`config.mk`:
```
export PLATFORM = sky130hd
export DESIGN_NAME = uart_tx_queue
export DESIGN_NICKNAME = d
export VERILOG_FILES = /design/src/rtl/uart_pkg.sv /design/src/rtl/sync_fifo.sv /design/src/rtl/uart_tx_queue.sv
export SDC_FILE = /design/constraint.sdc
export NUM_CORES = 1
export LEC_CHECK = 0
export ABC_AREA = 1
export BUFFER_PORTS_ARGS = -buffer_cell sky130_fd_sc_hd__buf_2
export CORE_ASPECT_RATIO = 1.75
export CORE_MARGIN = 10
export CORE_UTILIZATION = 61
export CTS_BUF_LIST = sky130_fd_sc_hd__clkbuf_16
export DETAILED_ROUTE_END_ITERATION = 16
export PLACE_DENSITY = 0.8
export SLEW_MARGIN = 20
export SYNTH_ARGS = -nofsm -noshare
export SYNTH_HDL_FRONTEND = slang
export SYNTH_HIERARCHICAL = 1
export SYNTH_SLANG_ARGS = --single-unit
```
`constraint.sdc`:
```
create_clock -name CLK -period 3.5 [get_ports CLK]
set_clock_uncertainty 0.1 [all_clocks]
set_input_delay 0 -clock CLK [delete_from_list [all_inputs] [get_ports CLK]]
set_output_delay 0 -clock CLK [all_outputs]
set_load 0.005 [all_outputs]
```
`src/rtl/uart_pkg.sv`:
```
// rtl/uart_pkg.sv - shared types and constants for the UART transmit queue
//   Provides the transmit FSM state encoding, the byte width, the serializer
//   start timeout and the lost-start retry bound.
package uart_pkg;

  localparam int BYTE_W       = 8;
  // Cycles spent waiting for the serializer to drop tx_status before re-pulsing.
  localparam int BUSY_TIMEOUT = 4;
  // Re-pulses allowed after the first tx_en before the byte is abandoned.
  localparam int MAX_RETRY    = 3;

  typedef enum logic [1:0] {
    ST_IDLE      = 2'd0,
    ST_LAUNCH    = 2'd1,
    ST_WAIT_BUSY = 2'd2,
    ST_WAIT_DONE = 2'd3
  } tx_state_e;

endpackage

```
`src/rtl/sync_fifo.sv`:
```
// rtl/sync_fifo.sv - single-clock FIFO with registered full/empty/count
//   CLK, Reset_n : clock, asynchronous active-low reset
//   push, din    : write request and data; taken when not full or popping
//   pop, dout    : read request and head-of-queue data (dout is combinational)
//   full, empty  : registered occupancy flags
//   count        : registered occupancy, 0..DEPTH
module sync_fifo #(
  parameter int DEPTH  = 16,
  parameter int ADDR_W = 4,
  parameter int WIDTH  = 8
) (
  input  logic              CLK,
  input  logic              Reset_n,
  input  logic              push,
  input  logic              pop,
  input  logic [WIDTH-1:0]  din,
  output logic [WIDTH-1:0]  dout,
  output logic              full,
  output logic              empty,
  output logic [ADDR_W:0]   count
);

  localparam logic [ADDR_W:0]   FULL_COUNT = (ADDR_W+1)'(DEPTH);
  localparam logic [ADDR_W-1:0] PTR_ONE    = ADDR_W'(1);
  localparam logic [ADDR_W:0]   CNT_ONE    = (ADDR_W+1)'(1);

  logic [WIDTH-1:0]  mem_q [DEPTH];
  logic [ADDR_W-1:0] wr_ptr_q, wr_ptr_d;
  logic [ADDR_W-1:0] rd_ptr_q, rd_ptr_d;
  logic [ADDR_W:0]   count_q, count_d;
  logic              full_q, full_d;
  logic              empty_q, empty_d;
  logic              push_ok, pop_ok;

  // A push into a full FIFO is still taken when the head leaves the same edge.
  assign push_ok = push && (!full_q || pop);
  assign pop_ok  = pop && !empty_q;

  always_comb begin
    wr_ptr_d = wr_ptr_q;
    rd_ptr_d = rd_ptr_q;
    count_d  = count_q;
    if (push_ok) wr_ptr_d = wr_ptr_q + PTR_ONE;
    if (pop_ok)  rd_ptr_d = rd_ptr_q + PTR_ONE;
    case ({push_ok, pop_ok})
      2'b10:   count_d = count_q + CNT_ONE;
      2'b01:   count_d = count_q - CNT_ONE;
      default: count_d = count_q;
    endcase
    full_d  = (count_d == FULL_COUNT);
    empty_d = (count_d == '0);
  end

  always_ff @(posedge CLK or negedge Reset_n) begin
    if (!Reset_n) begin
      wr_ptr_q <= '0;
      rd_ptr_q <= '0;
      count_q  <= '0;
      full_q   <= 1'b0;
      empty_q  <= 1'b1;
    end else begin
      wr_ptr_q <= wr_ptr_d;
      rd_ptr_q <= rd_ptr_d;
      count_q  <= count_d;
      full_q   <= full_d;
      empty_q  <= empty_d;
    end
  end

  // Storage carries no reset; validity is tracked entirely by the pointers.
  always_ff @(posedge CLK) begin
    if (push_ok) mem_q[wr_ptr_q] <= din;
  end

  assign dout  = mem_q[rd_ptr_q];
  assign full  = full_q;
  assign empty = empty_q;
  assign count = count_q;

endmodule

```
`src/rtl/uart_tx_queue.sv`:
```
// rtl/uart_tx_queue.sv - buffered transmit front-end feeding a UART serializer
//   CLK, Reset_n        : clock, asynchronous active-low reset
//   wr_en, wr_data      : byte push from the bus write path
//   clr_ovf             : clears the sticky overflow flag
//   tx_status           : serializer status, 1 = idle, 0 = busy
//   tx_en, tx_data      : one-cycle start pulse and the byte held for the frame
//   full, empty, count  : FIFO occupancy
//   overflow            : sticky, set on a dropped push or an abandoned byte
//   busy                : FSM active or bytes still queued
module uart_tx_queue
  import uart_pkg::*;
#(
  parameter int DEPTH  = 16,
  parameter int ADDR_W = 4
) (
  input  logic              CLK,
  input  logic              Reset_n,
  input  logic              wr_en,
  input  logic [7:0]        wr_data,
  input  logic              clr_ovf,
  input  logic              tx_status,
  output logic              tx_en,
  output logic [7:0]        tx_data,
  output logic              full,
  output logic              empty,
  output logic [ADDR_W:0]   count,
  output logic              overflow,
  output logic              busy
);

  localparam logic [2:0] WAIT_LAST = 3'(BUSY_TIMEOUT - 1);
  localparam logic [2:0] RETRY_MAX = 3'(MAX_RETRY);

  tx_state_e         state_q, state_d;
  logic [2:0]        wait_cnt_q, wait_cnt_d;
  logic [2:0]        retry_q, retry_d;
  logic [BYTE_W-1:0] tx_data_q, tx_data_d;
  logic              tx_en_q, tx_en_d;
  logic              overflow_q, overflow_d;

  logic              pop;
  logic              retry_drop;
  logic              push_drop;
  logic [BYTE_W-1:0] fifo_dout;
  logic              fifo_full;
  logic              fifo_empty;

  sync_fifo #(
    .DEPTH  (DEPTH),
    .ADDR_W (ADDR_W),
    .WIDTH  (BYTE_W)
  ) u_fifo (
    .CLK     (CLK),
    .Reset_n (Reset_n),
    .push    (wr_en),
    .pop     (pop),
    .din     (wr_data),
    .dout    (fifo_dout),
    .full    (fifo_full),
    .empty   (fifo_empty),
    .count   (count)
  );

  always_ff @(posedge CLK or negedge Reset_n) begin
    if (!Reset_n) begin
      state_q    <= ST_IDLE;
      wait_cnt_q <= '0;
      retry_q    <= '0;
      tx_data_q  <= '0;
      tx_en_q    <= 1'b0;
      overflow_q <= 1'b0;
    end else begin
      state_q    <= state_d;
      wait_cnt_q <= wait_cnt_d;
      retry_q    <= retry_d;
      tx_data_q  <= tx_data_d;
      tx_en_q    <= tx_en_d;
      overflow_q <= overflow_d;
    end
  end

  always_comb begin
    state_d    = state_q;
    wait_cnt_d = wait_cnt_q;
    retry_d    = retry_q;
    pop        = 1'b0;
    retry_drop = 1'b0;
    case (state_q)
      ST_IDLE: begin
        if (!fifo_empty && tx_status) begin
          pop     = 1'b1;
          retry_d = '0;
          state_d = ST_LAUNCH;
        end
      end
      ST_LAUNCH: begin
        wait_cnt_d = '0;
        state_d    = ST_WAIT_BUSY;
      end
      ST_WAIT_BUSY: begin
        if (!tx_status) begin
          state_d = ST_WAIT_DONE;
        end else if (wait_cnt_q == WAIT_LAST) begin
          // Serializer never acknowledged the start: re-pulse, or give up on
          // this byte once the retry budget is spent.
          if (retry_q == RETRY_MAX) begin
            retry_drop = 1'b1;
            state_d    = ST_IDLE;
          end else begin
            retry_d = retry_q + 3'd1;
            state_d = ST_LAUNCH;
          end
        end else begin
          wait_cnt_d = wait_cnt_q + 3'd1;
        end
      end
      ST_WAIT_DONE: begin
        if (tx_status) state_d = ST_IDLE;
      end
      default: state_d = ST_IDLE;
    endcase
  end

  // Push is lost only when full and the head is not leaving this same edge.
  assign push_drop = wr_en && fifo_full && !pop;

  always_comb begin
    // tx_en follows LAUNCH by one register stage, so it lands in the first
    // WAIT_BUSY cycle and can never be high on two consecutive cycles.
    tx_en_d   = (state_q == ST_LAUNCH);
    tx_data_d = pop ? fifo_dout : tx_data_q;
    if (push_drop || retry_drop) overflow_d = 1'b1;
    else if (clr_ovf)            overflow_d = 1'b0;
    else                         overflow_d = overflow_q;
    busy = (state_q != ST_IDLE) || !fifo_empty;
  end

  assign tx_en    = tx_en_q;
  assign tx_data  = tx_data_q;
  assign full     = fifo_full;
  assign empty    = fifo_empty;
  assign overflow = overflow_q;

endmodule

```
==> results_tabular.tex <==
\begin{tabular}{lr}
\hline
Metric & Value \\
\hline
\multicolumn{2}{l}{\textbf{Finish}} \\
\quad Most used cells in the layout excluding fill and tap cells & edfxtp\_1 (128), nor2\_1 (77), nand2\_1 (74), o21ai\_0 (35), dfrtp\_1 (31) \\
\quad Most frequent standard cell in the layout excluding fill and tap cells & edfxtp\_1 \\
\quad Area of all sequential standard cells & $\sim$4700 um\^{}2 \\
\quad Antenna fix cells & 0 \\
\quad Footprint of the multi-input gates & 1890 um\^{}2 \\
\quad Proportion of layout cells with a drive suffix above 1 & 0.150 \\
\quad Relative area change from synthesis to final layout & 14.0\% \\
\quad Layout net count & 604 \\
\quad Layout filler cell count & roughly 700 \\
\multicolumn{2}{l}{\textbf{Die}} \\
\quad Initial core utilization & 0.627 \\
\quad Std-Cell Core Area & 10800 um\^{}2 \\
\quad Full die area & 15900 um\^{}2 \\
\quad DIE WIDTH & approximately 100 um \\
\quad Row Count & 50 \\
\quad Die Ht & 160 um \\
\quad Number of top-level design ports & 31 \\
\multicolumn{2}{l}{\textbf{Logic synthesis}} \\
\quad Dominant cells by area after synthesis & edfxtp\_1 (57\%), dfrtp\_1 (12\%), nor2\_1 (4.3\%) \\
\quad Main combinational cell family by area after synthesis & simple AND/OR/NAND/NOR gates \\
\quad Number of nets in the synthesized netlist & $\sim$560 \\
\quad Fraction of synthesized area in multiplexers & 0.0310 \\
\quad Cell area after synthesis & between 6000 and 7000 um\^{}2 \\
\quad Post-Syn Area per Cell & 12.6 um\^{}2 \\
\quad Portion of synthesized cell area occupied by the leading cell type & 0.566 \\
\quad Largest area contributor in the netlist & edfxtp\_1 \\
\quad Number of flip-flops and latches in the synthesized netlist & 161 \\
\quad Area fraction in and, or, nand and nor cells after synthesis & 0.127 \\
\quad Compound-Gate Fraction of Synth Area & 0.0885 \\
\quad Adder-cell area share of the yosys netlist & 0.0203 \\
\quad Count of unique library cells instantiated by Yosys & 36 \\
\quad Register area share after synthesis & 0.688 \\
\quad Synthesized instance count & 537 \\
\quad Synth Area in XOR/XNOR & 0.0114 \\
\quad Number of warnings printed during yosys synthesis & 6 \\
\multicolumn{2}{l}{\textbf{Clock network}} \\
\quad Post-CTS repair timing setup buffer count & 0 \\
\quad CTS H-tree depth & 4 \\
\quad CTS tree & built \\
\quad CTS sink cnt & 161 \\
\quad Clock slew at the register clock pins of the worst setup and hold paths & 0.06 ns \\
\quad Skew-Pair Late Insertion Delay & 0.42 ns \\
\quad Maximum clock insertion buffer count & 2 \\
\quad Buffer cell driving the clock tree root & clkbuf\_16 \\
\quad Num CTS Buffers & 17 \\
\multicolumn{2}{l}{\textbf{Timing}} \\
\quad Final setup TNS & 0 ns \\
\quad Final Max Slew Viols & 0 \\
\quad Achievable frequency & 345 MHz \\
\quad Final Cycle Share & 0.829 \\
\quad Final hold violations & 0 \\
\quad Headroom to the max-slew limit & 0.382 \\
\quad Transition time at the pin with the least slew margin & 0.927 ns \\
\quad Unrepaired setup endpoints after global routing & false \\
\quad Clock period minus final worst setup slack & just under 3 ns \\
\quad Setup violation total in the final timing report & 0 \\
\quad Final hold slack & 0.0970 ns \\
\multicolumn{2}{l}{\textbf{Drt}} \\
\quad Total number of vias & approximately 4400 \\
\quad Total wire length & 15000 um \\
\quad Post-DRT Antenna Nets & 0 \\
\quad Detail-routed net length per standard cell & 20.7 um \\
\quad DRC violation total after the first TritonRoute iteration & 470 \\
\quad Mean number of vias per cell & 6.10 \\
\quad First-pass iteration count of the detailed router & 5 \\
\quad Post-detailed-route DRC marker count & 0 \\
\multicolumn{2}{l}{\textbf{Run status}} \\
\quad Outcome & complete, no violations \\
\multicolumn{2}{l}{\textbf{GRT}} \\
\quad Number of global-route vias before repair & 4490 \\
\quad Initial antenna violation count & 0 \\
\quad Total global routing track utilization & 0.192 \\
\quad Wire length of the first global-routing pass & $\sim$23000 um \\
\quad Largest net degree at the start of global routing & just under 70 \\
\quad Total gr overflow & 0 \\
\multicolumn{2}{l}{\textbf{Min path}} \\
\quad Min-delay worst type & input port to async pin \\
\multicolumn{2}{l}{\textbf{Setup path}} \\
\quad Worst Path Required & 3.76 ns \\
\quad Path type of the worst setup path & register to register \\
\quad Crit path launch & state\_q[1] \\
\quad Crit-path slowest cell & dfrtp\_1 \\
\quad Cell family contributing the most delay on the critical path & simple AND/OR/NAND/NOR gates \\
\quad WP buf/inv & 4 \\
\quad Data arrival time of the critical path & 3.16 ns \\
\quad Endpoint of the lowest-slack register-to-register path & u\_fifo/full \\
\quad Count of cells along the worst register-to-register path & 14 \\
\quad Critical register-to-register path startpoint & state\_q[1] \\
\quad Crit-path cells & nor2\_2 -> nand2\_4 -> clkinv\_4 -> inv\_2 -> a21oi\_2 -> inv\_1 -> ha\_1 -> inv\_2 -> nand2\_1 -> o21ai\_0 -> or2\_2 -> nor2\_1 -> nand3\_1 -> nor2\_2 \\
\quad CP Capture Type & register \\
\quad Slack of the worst reg-to-reg path & 0.60 ns \\
\quad Worst Setup Start Kind & register \\
\quad Maximum single-stage delay on the critical path & around 0.45 ns \\
\quad Highest net fanout along the worst path & 11 \\
\multicolumn{2}{l}{\textbf{Power and ir drop}} \\
\quad Max IR drop VDD & 587 uV \\
\quad Leak Pwr & 2.94 nW \\
\quad Power per standard cell area & between 800 and 900 nW/um\^{}2 \\
\multicolumn{2}{l}{\textbf{Place}} \\
\quad Final GP Congestion & 0.936 \\
\quad Number of buffer cells added on primary ports & 30 \\
\quad Placed wire-length estimate & 9600 um \\
\multicolumn{2}{l}{\textbf{Run}} \\
\quad Count of max-cap constraint violations & 0 \\
\hline
\end{tabular}
-- cells by family after synthesis --
logic type      after synthesis
simple gates                194
flops                       161
compound gates               87
buf+inv                      55
mux                          21
fa+ha+maj                    11
xor+xnor                      8
-- synth_stat cells, drive strengths merged --
cell    count
edfxtp    128
nor2       82
nand2      78
o21ai      40
dfrtp      32
inv        30
nand3      23
mux2i      21
o221ai     21
clkbuf     14
o211ai     12
ha         11
o32ai      11
nand4       9
buf         8
xor2        7
a21oi       3
clkinv      3
dfstp       1
nand3b      1
or2         1
xnor2       1
-- worst max-delay path by stage --
| stage | endpoint | slack [ns] | depth (start not counted) |
|---|---|---|---|
| detailed placement | u_fifo/full | 0.65 | 14 |
| global route | u_fifo/full | 0.37 | 14 |
| CTS | u_fifo/full | 0.63 | 14 |
| finish | u_fifo/full | 0.60 | 14 |
| global placement | u_fifo/full | 0.78 | 14 |
| floorplan | u_fifo/full | 0.99 | 14 |
-- routing by layer --
metal | up-vias | wire length (um) | GRT usage
met5 | - | 0 | 0
met4 | 0 | 537 | 0.0949
met3 | 39 | 921 | 0.0495
met2 | 177 | 8130 | 0.336
met1 | 2163 | 5390 | 0.204
li1 | 2032 | - | -
-- power by group --
part	internal (mW)	switching (mW)	total, mW
clock	1.05	0.745	1.80
combinational	0.669	1.36	2.03
sequential	2.39	0.233	2.62
-- what timing repair did --
action	4_1_cts	5_1_grt
hold buffers	13	0
hold endpoints to repair	170	0
resized for setup	0	0
endpoints found under the setup margin	0	0
-- area by class of cell --
cell class | instances | share of cell area
timing repair buffer | 46 | 0.0391
clock inverter | 15 | 0.0201
sequential | 161 | 0.604
inverter | 33 | 0.0167
clock buffer | 17 | 0.0550
tap | 130 | 0.0210
multi-input combinational | 321 | 0.244
-- registers in the layout, summed over array words and instances (netlist names) --
name / cells
u_fifo/wr_ptr_q: 4
state_q: 2
u_fifo/mem_q: 128
u_fifo/rd_ptr_q: 4
u_fifo/full: 1
u_fifo/count: 5
wait_cnt_q: 3
tx_data: 8
retry_q: 3
overflow: 1
u_fifo/empty: 1
tx_en: 1
-- through the flow --
step	cell area [um^2]	power [mW]	util	setup slack, ns	std cells
after floorplan	6790	4.00	-	0.992	537
after global placement	7030	4.51	0.649	0.780	678
after detailed placement	7030	4.62	0.649	0.646	678
after CTS	7740	6.45	0.715	0.627	723
after global routing	7740	6.79	0.715	0.367	723
final	7740	6.45	0.715	0.599	723
Note: power is estimated with default switching activity, not from simulation.
